==> config.mk <==
export PLATFORM = sky130hd
export DESIGN_NAME = mesi_coherence_monitor
export DESIGN_NICKNAME = d
export VERILOG_FILES = /design/src/rtl/mesi_coherence_monitor.sv
export SDC_FILE = /design/constraint.sdc
export NUM_CORES = 1
export LEC_CHECK = 0
export ABC_AREA = 1
export CAP_MARGIN = 10
export CORE_UTILIZATION = 40
export DETAILED_ROUTE_END_ITERATION = 8
export SYNTH_ARGS = -nofsm -noshare
export SYNTH_HDL_FRONTEND = slang
export SYNTH_SLANG_ARGS = --single-unit
export TNS_END_PERCENT = 50
==> constraint.sdc <==
create_clock -name clk -period 5.1 [get_ports clk]
set_input_delay 0.51 -clock clk [delete_from_list [all_inputs] [get_ports clk]]
set_output_delay 0.51 -clock clk [all_outputs]
set_load 0.005 [all_outputs]
==> src/rtl/mesi_coherence_monitor.sv <==
// MESI coherence monitor: registers a cache-state snapshot, then flags incoherent lines one cycle later.
// Optional per-CPU instruction-handshake watchdog is built when `MESI_MON_TIMEOUT_EN is defined.
module mesi_coherence_monitor #(
    parameter int CPU_COUNT  = 4,
    parameter int LINE_COUNT = 10,
    parameter int CNT_WIDTH  = 16,
    parameter int TIMEOUT    = 255
) (
    input  logic                              clk,
    input  logic                              rst,
    input  logic                              enable_i,
    input  logic                              clr_i,
    input  logic [CPU_COUNT*LINE_COUNT*4-1:0] cache_state_i,
    input  logic [CPU_COUNT*4-1:0]            tb_ins_i,
    input  logic [CPU_COUNT-1:0]              tb_ins_ack_i,
    output logic                              viol_o,
    output logic                              viol_sticky_o,
    output logic [5:0]                        viol_line_o,
    output logic [1:0]                        viol_type_o,
    output logic [CNT_WIDTH-1:0]              viol_cnt_o,
    output logic [CPU_COUNT-1:0]              timeout_o
);
    localparam int SW = CPU_COUNT * LINE_COUNT * 4;
    localparam logic [3:0] ST_M = 4'b1000;
    localparam logic [3:0] ST_E = 4'b0100;
    localparam logic [3:0] ST_S = 4'b0010;
    localparam logic [3:0] ST_I = 4'b0001;
    localparam logic [SW-1:0] SNAP_RST = {(CPU_COUNT * LINE_COUNT){ST_I}};

    logic [SW-1:0]        snap_q, snap_d;
    logic                 en_q, en_d;
    logic                 viol_q, viol_d;
    logic                 sticky_q, sticky_d;
    logic [5:0]           line_q, line_d;
    logic [1:0]           type_q, type_d;
    logic [CNT_WIDTH-1:0] cnt_q, cnt_d;

    logic       hit;
    logic [5:0] hit_line;
    logic [1:0] hit_type;
    logic [3:0] n_own, n_shr, fld;
    logic       bad_enc;

    always_comb begin
        snap_d = cache_state_i;
        en_d   = enable_i;
    end

    // Scan lines in ascending order so the lowest incoherent line is the one reported.
    always_comb begin
        hit      = 1'b0;
        hit_line = '0;
        hit_type = '0;
        n_own    = '0;
        n_shr    = '0;
        fld      = '0;
        bad_enc  = 1'b0;
        for (int l = 0; l < LINE_COUNT; l++) begin
            n_own   = '0;
            n_shr   = '0;
            bad_enc = 1'b0;
            for (int c = 0; c < CPU_COUNT; c++) begin
                fld = snap_q[(c*LINE_COUNT+l)*4 +: 4];
                case (fld)
                    ST_M, ST_E: n_own = n_own + 4'd1;
                    ST_S:       n_shr = n_shr + 4'd1;
                    ST_I:       ;
                    default:    bad_enc = 1'b1;
                endcase
            end
            if (!hit) begin
                if (bad_enc) begin
                    hit = 1'b1; hit_line = 6'(l); hit_type = 2'd0;
                end else if (n_own > 4'd1) begin
                    hit = 1'b1; hit_line = 6'(l); hit_type = 2'd1;
                end else if (n_own == 4'd1 && n_shr != 4'd0) begin
                    hit = 1'b1; hit_line = 6'(l); hit_type = 2'd2;
                end
            end
        end
    end

    // A clear is applied first so a coincident violation re-captures into freshly cleared state.
    always_comb begin
        viol_d   = en_q && hit;
        sticky_d = sticky_q;
        line_d   = line_q;
        type_d   = type_q;
        cnt_d    = cnt_q;
        if (clr_i) begin
            sticky_d = 1'b0;
            line_d   = '0;
            type_d   = '0;
            cnt_d    = '0;
        end
        if (viol_d) begin
            if (!sticky_d) begin
                line_d = hit_line;
                type_d = hit_type;
            end
            sticky_d = 1'b1;
            if (cnt_d != '1) cnt_d = cnt_d + 1'b1;
        end
    end

    always_ff @(posedge clk) begin
        if (rst) begin
            snap_q   <= SNAP_RST;
            en_q     <= 1'b0;
            viol_q   <= 1'b0;
            sticky_q <= 1'b0;
            line_q   <= '0;
            type_q   <= '0;
            cnt_q    <= '0;
        end else begin
            snap_q   <= snap_d;
            en_q     <= en_d;
            viol_q   <= viol_d;
            sticky_q <= sticky_d;
            line_q   <= line_d;
            type_q   <= type_d;
            cnt_q    <= cnt_d;
        end
    end

    assign viol_o        = viol_q;
    assign viol_sticky_o = sticky_q;
    assign viol_line_o   = line_q;
    assign viol_type_o   = type_q;
    assign viol_cnt_o    = cnt_q;

`ifdef MESI_MON_TIMEOUT_EN
    logic [CPU_COUNT-1:0][15:0] wd_q, wd_d;
    logic [CPU_COUNT-1:0]       to_q, to_d;

    always_comb begin
        wd_d = wd_q;
        to_d = to_q;
        if (clr_i) to_d = '0;
        for (int c = 0; c < CPU_COUNT; c++) begin
            if (tb_ins_ack_i[c] || tb_ins_i[c*4 +: 4] == 4'd0) begin
                wd_d[c] = '0;
            end else if (enable_i && wd_q[c] != 16'(TIMEOUT)) begin
                wd_d[c] = wd_q[c] + 16'd1;
            end
            if (enable_i && wd_q[c] == 16'(TIMEOUT)) to_d[c] = 1'b1;
        end
    end

    always_ff @(posedge clk) begin
        if (rst) begin
            wd_q <= '0;
            to_q <= '0;
        end else begin
            wd_q <= wd_d;
            to_q <= to_d;
        end
    end

    assign timeout_o = to_q;
`else
    logic unused_tb;
    assign unused_tb = ^{tb_ins_i, tb_ins_ack_i};
    assign timeout_o = '0;
`endif
endmodule

==> results of run 1 <==
==> how the worst max path moves through the flow <==
stage / start / to / slack, ns / cells after the start
after floorplan: snap_q[10]$_SDFF_PP0_ / viol_cnt_o[14]$_SDFF_PP0_ / 1.86 / 26
after global placement: snap_q[10]$_SDFF_PP0_ / viol_cnt_o[0]$_SDFF_PP0_ / 1.06 / 27
after detailed placement: snap_q[10]$_SDFF_PP0_ / viol_cnt_o[0]$_SDFF_PP0_ / 0.96 / 27
after CTS: snap_q[10]$_SDFF_PP0_ / viol_cnt_o[0]$_SDFF_PP0_ / 0.94 / 27
after global routing: snap_q[10]$_SDFF_PP0_ / viol_cnt_o[0]$_SDFF_PP0_ / 0.46 / 27
final: snap_q[10]$_SDFF_PP0_ / viol_cnt_o[0]$_SDFF_PP0_ / 0.98 / 27
==> flip-flops by register name, indices dropped and copies added (netlist names) <==
register	cells
viol_line_o	6
viol_sticky_o	1
viol_cnt_o	16
en_q	1
viol_type_o	2
snap_q	160
viol_o	1
==> worst max-delay path: cells and delay by family, from the launching register on <==
| family | cells | cell delay, ns |
|---|---|---|
| adder cells (fa/ha/maj) | 2 | 0.60 |
| buffers and inverters | 7 | 0.64 |
| flip-flops | 1 | 0.31 |
| AND/OR/NAND/NOR | 17 | 2.22 |
| AO/OA/AOI/OAI | 1 | 0.24 |
==> layout make-up <==
class	count	area, µm²	share of cell area (%)
multi-input cells	1095	5690	41.1
flip-flops and latches	187	3740	27.1
repair buffers	192	1910	13.8
inverters	394	1480	10.7
clock buffers	18	439	3.18
well taps	341	427	3.09
clock inverters	14	134	0.968
diodes	2	5.00	0.0362
==> where the power goes <==
part           internal (mW)  leakage [nW]  switching, mW  total [mW]
Clock                  0.658         0.281          0.630        1.29
Sequential              1.53          1.55         0.0458        1.58
Combinational          0.234          5.42          0.240       0.474
Total                   2.42          7.25          0.916        3.34
==> cell usage in the layout (no fill, tap or decap), types with 2 or more instances in the layout <==
cell             count
inv_1              387
o31ai_1              3
o21ai_1              5
inv_6                3
ha_1                60
nand2_1            310
clkdlybuf4s50_1    188
nand2_2              4
buf_4                4
inv_2                5
inv_8                2
dfxtp_1            187
clkbuf_16           17
nor2_4               3
xor2_1              33
o21a_1               3
clkinv_2             3
o21ai_0             41
nor4_1               4
a21oi_2              4
o211ai_1             8
diode_2              2
nor3_1              29
xnor2_1             10
clkinv_8             2
nand4_1             43
nor2_1             288
or2_2               43
nand3_1            132
nor2_2              16
nand3_2              8
conb_1               4
a21oi_1             25
o22ai_1              2
or2_0                2
mux2i_1              4
clkinv_4             4
==> per-layer routing <==
layer  vias to the layer above  global-route usage, %
li1                       5531                      -
met1                      4373                   21.2
met2                       151                   32.8
met3                        28                   3.17
met4                         0                   5.93
met5                         -                      0
==> logic make-up after synthesis <==
kind of cell / after synthesis / synth area share [%]
adder cells (fa/ha/maj): 60 / 6.80
AND/OR/NAND/NOR: 886 / 35.5
other: 1 / 0.0340
multiplexers: 5 / 0.465
AO/OA/AOI/OAI: 96 / 5.05
XOR/XNOR: 44 / 3.56
buffers and inverters: 423 / 14.7
flip-flops: 187 / 33.9
==> impl_metrics.env, run 1 <==
export IMPL_hp_class="flip-flop to flip-flop"
export IMPL_yosys_warnings=0
export IMPL_core_area_um2=27000
export IMPL_grt_max_degree=90
export IMPL_whs_path_depth=2
export IMPL_rows=60
export IMPL_async_reset_ff_share_pct=0
export IMPL_place_gp_congestion=0.882
export IMPL_initial_core_util_pct=40.9
export IMPL_placed_cell_area_um2=13200
export IMPL_slowest_delay_ns=0.35
export IMPL_via_per_inst=4.50
export IMPL_port_buffers=189
export IMPL_place_inst=2209
export IMPL_synth_top_area_share_pct=33.9
export IMPL_final_nets=2131
export IMPL_synth_most_common_cell="inv_1"
export IMPL_die_height_um=168
export IMPL_cts_buffers=17
export IMPL_fin_skew_ns=0.0156
export IMPL_grt_antenna_before_repair=2
export IMPL_worst_path_most_repeated_cell="nand2_1"
export IMPL_irDropWorstVdd_uv=208
export IMPL_cp_end_kind="flip-flop"
export IMPL_yosys_area_top_type="dfxtp_1"
export IMPL_m1WireLength_um=11400
export IMPL_synthFlopType="dfxtp_1"
export IMPL_setup_slack_ns=0.977
export IMPL_cts_tree="built"
export IMPL_clk_latency_ns=0.44
export IMPL_p_total_mw=3.34
export IMPL_r2r_start="snap_q[10]$_SDFF_PP0_"
export IMPL_slew_headroom_pct=42.0
export IMPL_period_minus_slack_ns=4.12
export IMPL_power_leakage_nw=7.25
export IMPL_syn2layout_area_growth_pct=25.2
export IMPL_drtIter0Drc=346
export IMPL_overflow=0
export IMPL_r2r_slack_ns=0.98
export IMPL_wire_per_inst_um=10.8
export IMPL_ant_nets=0
export IMPL_maxCapViolCount=0
export IMPL_synth_cells_most_frequent="387 x inv_1, 310 x nand2_1, 288 x nor2_1"
export IMPL_fp_dieArea_um2=28300
export IMPL_cts_root_buf="clkbuf_16"
export IMPL_reg2reg_depth=27
export IMPL_n_fill_cell=2731
export IMPL_vias=10100
export IMPL_layout_cells_non_filler=2243
export IMPL_grt_util_all_layers_pct=18.0
export IMPL_min_from="viol_line_o[5]$_SDFF_PP0_"
export IMPL_pre_cts_ws_ns=0.965
export IMPL_r2r_end="viol_cnt_o[0]$_SDFF_PP0_"
export IMPL_postCtsHoldBufs=0
export IMPL_ys_seq_area_share_pct=33.9
export IMPL_syn_inst=1702
export IMPL_run_status="complete, no violations"
export IMPL_hold_end="viol_line_o[5]$_SDFF_PP0_"
export IMPL_drive_gt1_share_pct=6.68
export IMPL_cp_arrival_ns=4.46
export IMPL_drc=0
export IMPL_cts_sinks=187
export IMPL_synth_edff_count=0
export IMPL_hold_ws_ns=0.430
export IMPL_finalCoreUtilization_pct=51.2
export IMPL_htree_levels=4
export IMPL_slew_violations=0
export IMPL_crit_type="flip-flop to flip-flop"
export IMPL_tightest_slew_ns=0.870
export IMPL_tns_ns=0
export IMPL_num_io_pins=214
export IMPL_grt_pass1_vias=9564
export IMPL_crit_slowest_cell="nand2_2"
export IMPL_grt_pass1_wl_um=41900
export IMPL_post_route_period_util_pct=80.8
export IMPL_hold_viol=0
export IMPL_setup_violations=0
export IMPL_stdcell_area_um2=13800
export IMPL_drt_wl_total_um=24200
export IMPL_max_freq_ghz=0.243
export IMPL_dr_wl_met3_um=783
export IMPL_synth_cell_types=45
export IMPL_worst_path_max_fanout=21
export IMPL_required_ns=5.44
export IMPL_powerDensity_nw_per_um2=241
export IMPL_clkSlewWorstSetupHoldPaths_ns=0.08
export IMPL_hpwl_um=19400
export IMPL_highest_layer="met4"
export IMPL_routed_wl_met2_um=11600
export IMPL_rsz0062_at_grt="no"
export IMPL_first_pass_iters=4
export IMPL_ys_ff_latch=187
export IMPL_synth_area_um2=11000
export IMPL_avgSynthCellArea_um2=6.49
export IMPL_cts_setup_buffers=0
export IMPL_chipWidth_um=168
export IMPL_synth_area_top_cells="dfxtp_1 34%, inv_1 13%, nand2_1 11%, nor2_1 9.8%, ha_1 6.8%"
export IMPL_cts_resized=0
export IMPL_cts_path_max_buffers=2
export IMPL_crit_path_start_kind="flip-flop"
No activity file was read; power rests on OpenSTA's default activity.
==> run 2: changes to the inputs <==
--- a/config.mk
+++ b/config.mk
@@ -9,6 +9,7 @@
 export CAP_MARGIN = 10
 export CORE_UTILIZATION = 40
 export DETAILED_ROUTE_END_ITERATION = 8
+export PLACE_DENSITY = 0.67
 export SYNTH_ARGS = -nofsm -noshare
 export SYNTH_HDL_FRONTEND = slang
 export SYNTH_SLANG_ARGS = --single-unit
==> constraint.sdc (replaced) <==
create_clock -name clk -period 3.68 [get_ports clk]
set_input_delay 0.368 -clock clk [delete_from_list [all_inputs] [get_ports clk]]
set_output_delay 0.368 -clock clk [all_outputs]
set_load 0.005 [all_outputs]
==> run 2 against run 1 <==
Net effect:
- via count rose by 1.7%
- sequential power grew 39%
- first-iteration DRC count increased by 18%
- hold slack got worse by 0.0061 ns
- global-route usage up 0.31 points
- die area is the same
- wire length rose by 5.4%
- critical path depth down 2
- critical endpoint is now viol_line_o[0]$_SDFF_PP0_
==> impl_metrics.env, run 2 (synthesized netlist as in run 1, its figures left out) <==
export IMPL_setup_violations=0
export IMPL_hp_class="primary input to flip-flop"
export IMPL_powerDensity_nw_per_um2=329
export IMPL_highest_layer="met4"
export IMPL_place_inst=2215
export IMPL_p_total_mw=4.65
export IMPL_power_leakage_nw=7.37
export IMPL_chipWidth_um=168
export IMPL_max_freq_ghz=0.288
export IMPL_fp_dieArea_um2=28300
export IMPL_first_pass_iters=5
export IMPL_clk_latency_ns=0.43
export IMPL_layout_cells_non_filler=2256
export IMPL_grt_util_all_layers_pct=18.3
export IMPL_stdcell_area_um2=14100
export IMPL_crit_type="flip-flop to flip-flop"
export IMPL_die_height_um=168
export IMPL_tns_ns=0
export IMPL_irDropWorstVdd_uv=283
export IMPL_hold_viol=0
export IMPL_grt_pass1_wl_um=42400
export IMPL_fin_skew_ns=0.0119
export IMPL_drt_wl_total_um=25600
export IMPL_finalCoreUtilization_pct=52.3
export IMPL_core_area_um2=27000
export IMPL_cts_buffers=17
export IMPL_regMostFlops="snap_q"
export IMPL_largest_reg_flops=160
export IMPL_cp_arrival_ns=3.80
export IMPL_hpwl_um=20000
export IMPL_port_buffers=189
export IMPL_required_ns=4.00
export IMPL_cts_path_max_buffers=2
export IMPL_clkSlewWorstSetupHoldPaths_ns=0.08
export IMPL_syn2layout_area_growth_pct=28.0
export IMPL_num_io_pins=214
export IMPL_n_fill_cell=2634
export IMPL_drc=0
export IMPL_tightest_slew_ns=0.677
export IMPL_place_gp_congestion=0.845
export IMPL_worst_path_max_fanout=7
export IMPL_placed_cell_area_um2=13300
export IMPL_period_minus_slack_ns=3.48
export IMPL_drive_gt1_share_pct=9.09
export IMPL_m1WireLength_um=11600
export IMPL_vias=10300
export IMPL_drtIter0Drc=407
export IMPL_post_route_period_util_pct=94.5
export IMPL_slew_violations=0
export IMPL_crit_path_start_kind="flip-flop"
export IMPL_cts_tree="built"
export IMPL_rows=60
export IMPL_slew_headroom_pct=54.4
export IMPL_cp_end_kind="flip-flop"
export IMPL_diodes=0
export IMPL_maxCapViolCount=0
export IMPL_final_nets=2147
export IMPL_ant_nets=0
export IMPL_grt_max_degree=63
export IMPL_overflow=0
export IMPL_via_per_inst=4.55
export IMPL_layout_common_cells="382 x inv_1, 309 x nand2_1, 282 x nor2_1"
export IMPL_run_status="complete, no violations"
export IMPL_cts_sinks=187
export IMPL_grt_pass1_vias=9738
export IMPL_grt_antenna_before_repair=0
export IMPL_dr_wl_met3_um=870
export IMPL_initial_core_util_pct=40.9
export IMPL_final_common_cell="inv_1"
export IMPL_cts_root_buf="clkbuf_16"
export IMPL_wire_per_inst_um=11.3
export IMPL_routed_wl_met2_um=12700
export IMPL_htree_levels=4
[run 2: cell count changes in the layout (fill, tap and decap cells not counted), sizes merged]
cell | before | now
clkinv | 10 | 6
inv | 397 | 401
diode | 2 | 0
buf | 4 | 20
clkbuf | 18 | 17
[run 2: path summary, 6_finish.rpt]
| kind | startpoint | end | slack (ns) | depth (start not counted) |
|---|---|---|---|---|
| worst max-delay path | snap_q[7]$_SDFF_PP0_ | viol_line_o[0]$_SDFF_PP0_ | 0.20 | 25 |
| worst min-delay path | rst | snap_q[47]$_SDFF_PP0_ | 0.42 | 2 |
| worst max register to register | snap_q[7]$_SDFF_PP0_ | viol_line_o[0]$_SDFF_PP0_ | 0.20 | 25 |
| worst min register to register | viol_line_o[4]$_SDFF_PP0_ | viol_line_o[4]$_SDFF_PP0_ | 0.44 | 2 |
[run 2: repair_timing]
action,4_1_cts,5_1_grt
buffers inserted,0,10
resized for setup,0,43
endpoints found under the setup margin,0,25
hold buffers,0,0
[run 2: metal layers]
layer	global-route usage, %	vias to the layer above
met5	0	-
met4	5.49	0
met3	2.82	28
met2	34.3	184
met1	21.3	4495
li1	-	5547
[run 2: cell type report]
type / instances / area (µm²) / share of cell area (%)
Clock buffer: 17 / 425 / 3.01
Clock inverter: 14 / 125 / 0.885
Inverter: 394 / 1480 / 10.5
Multi-Input combinational cell: 1095 / 5870 / 41.5
Sequential cell: 187 / 3740 / 26.5
Tap cell: 341 / 427 / 3.02
Timing Repair Buffer: 208 / 2060 / 14.6
[run 2: critical path: stages, from the launching register on]
cell,delay (ns)
dfxtp_1,0.33
nor2_2,0.14
inv_2,0.08
nor3_4,0.19
inv_2,0.07
ha_4,0.27
nand3_1,0.08
nand2_2,0.09
inv_2,0.04
ha_1,0.27
nor2_1,0.10
nand2_1,0.06
nand2_1,0.07
nand2_2,0.09
a21oi_4,0.23
nand3_4,0.10
clkinv_2,0.07
nand2_4,0.07
nor3_4,0.19
nand3_2,0.11
inv_1,0.06
nand2_1,0.08
nand2_4,0.14
buf_4,0.17
a21oi_1,0.06
a21boi_1,0.16
[run 2: per-stage QoR]
step | hold WS [ns] | worst slack, ns
global route | 0.439 | -0.0622
finish | 0.424 | 0.204
detailed placement | 0.434 | 0.0299
floorplan | 0.425 | 0.441
CTS | 0.418 | 0.0292
global placement | 0.428 | 0.153
[run 2: power breakdown]
group          internal [mW]  switching, mW
clock                  0.891          0.876
combinational          0.341          0.350
sequential              2.12         0.0678
total                   3.35           1.29
==> run 3: changes to the inputs <==
--- a/config.mk
+++ b/config.mk
@@ -6,11 +6,11 @@
 export NUM_CORES = 1
 export LEC_CHECK = 0
 export ABC_AREA = 1
-export CAP_MARGIN = 10
+export CAP_MARGIN = 30
 export CORE_UTILIZATION = 40
 export DETAILED_ROUTE_END_ITERATION = 8
 export PLACE_DENSITY = 0.67
 export SYNTH_ARGS = -nofsm -noshare
 export SYNTH_HDL_FRONTEND = slang
 export SYNTH_SLANG_ARGS = --single-unit
-export TNS_END_PERCENT = 50
+export TNS_END_PERCENT = 5
==> results of run 3 <==
Final layout, timing and power as in run 2 (identical DEF).
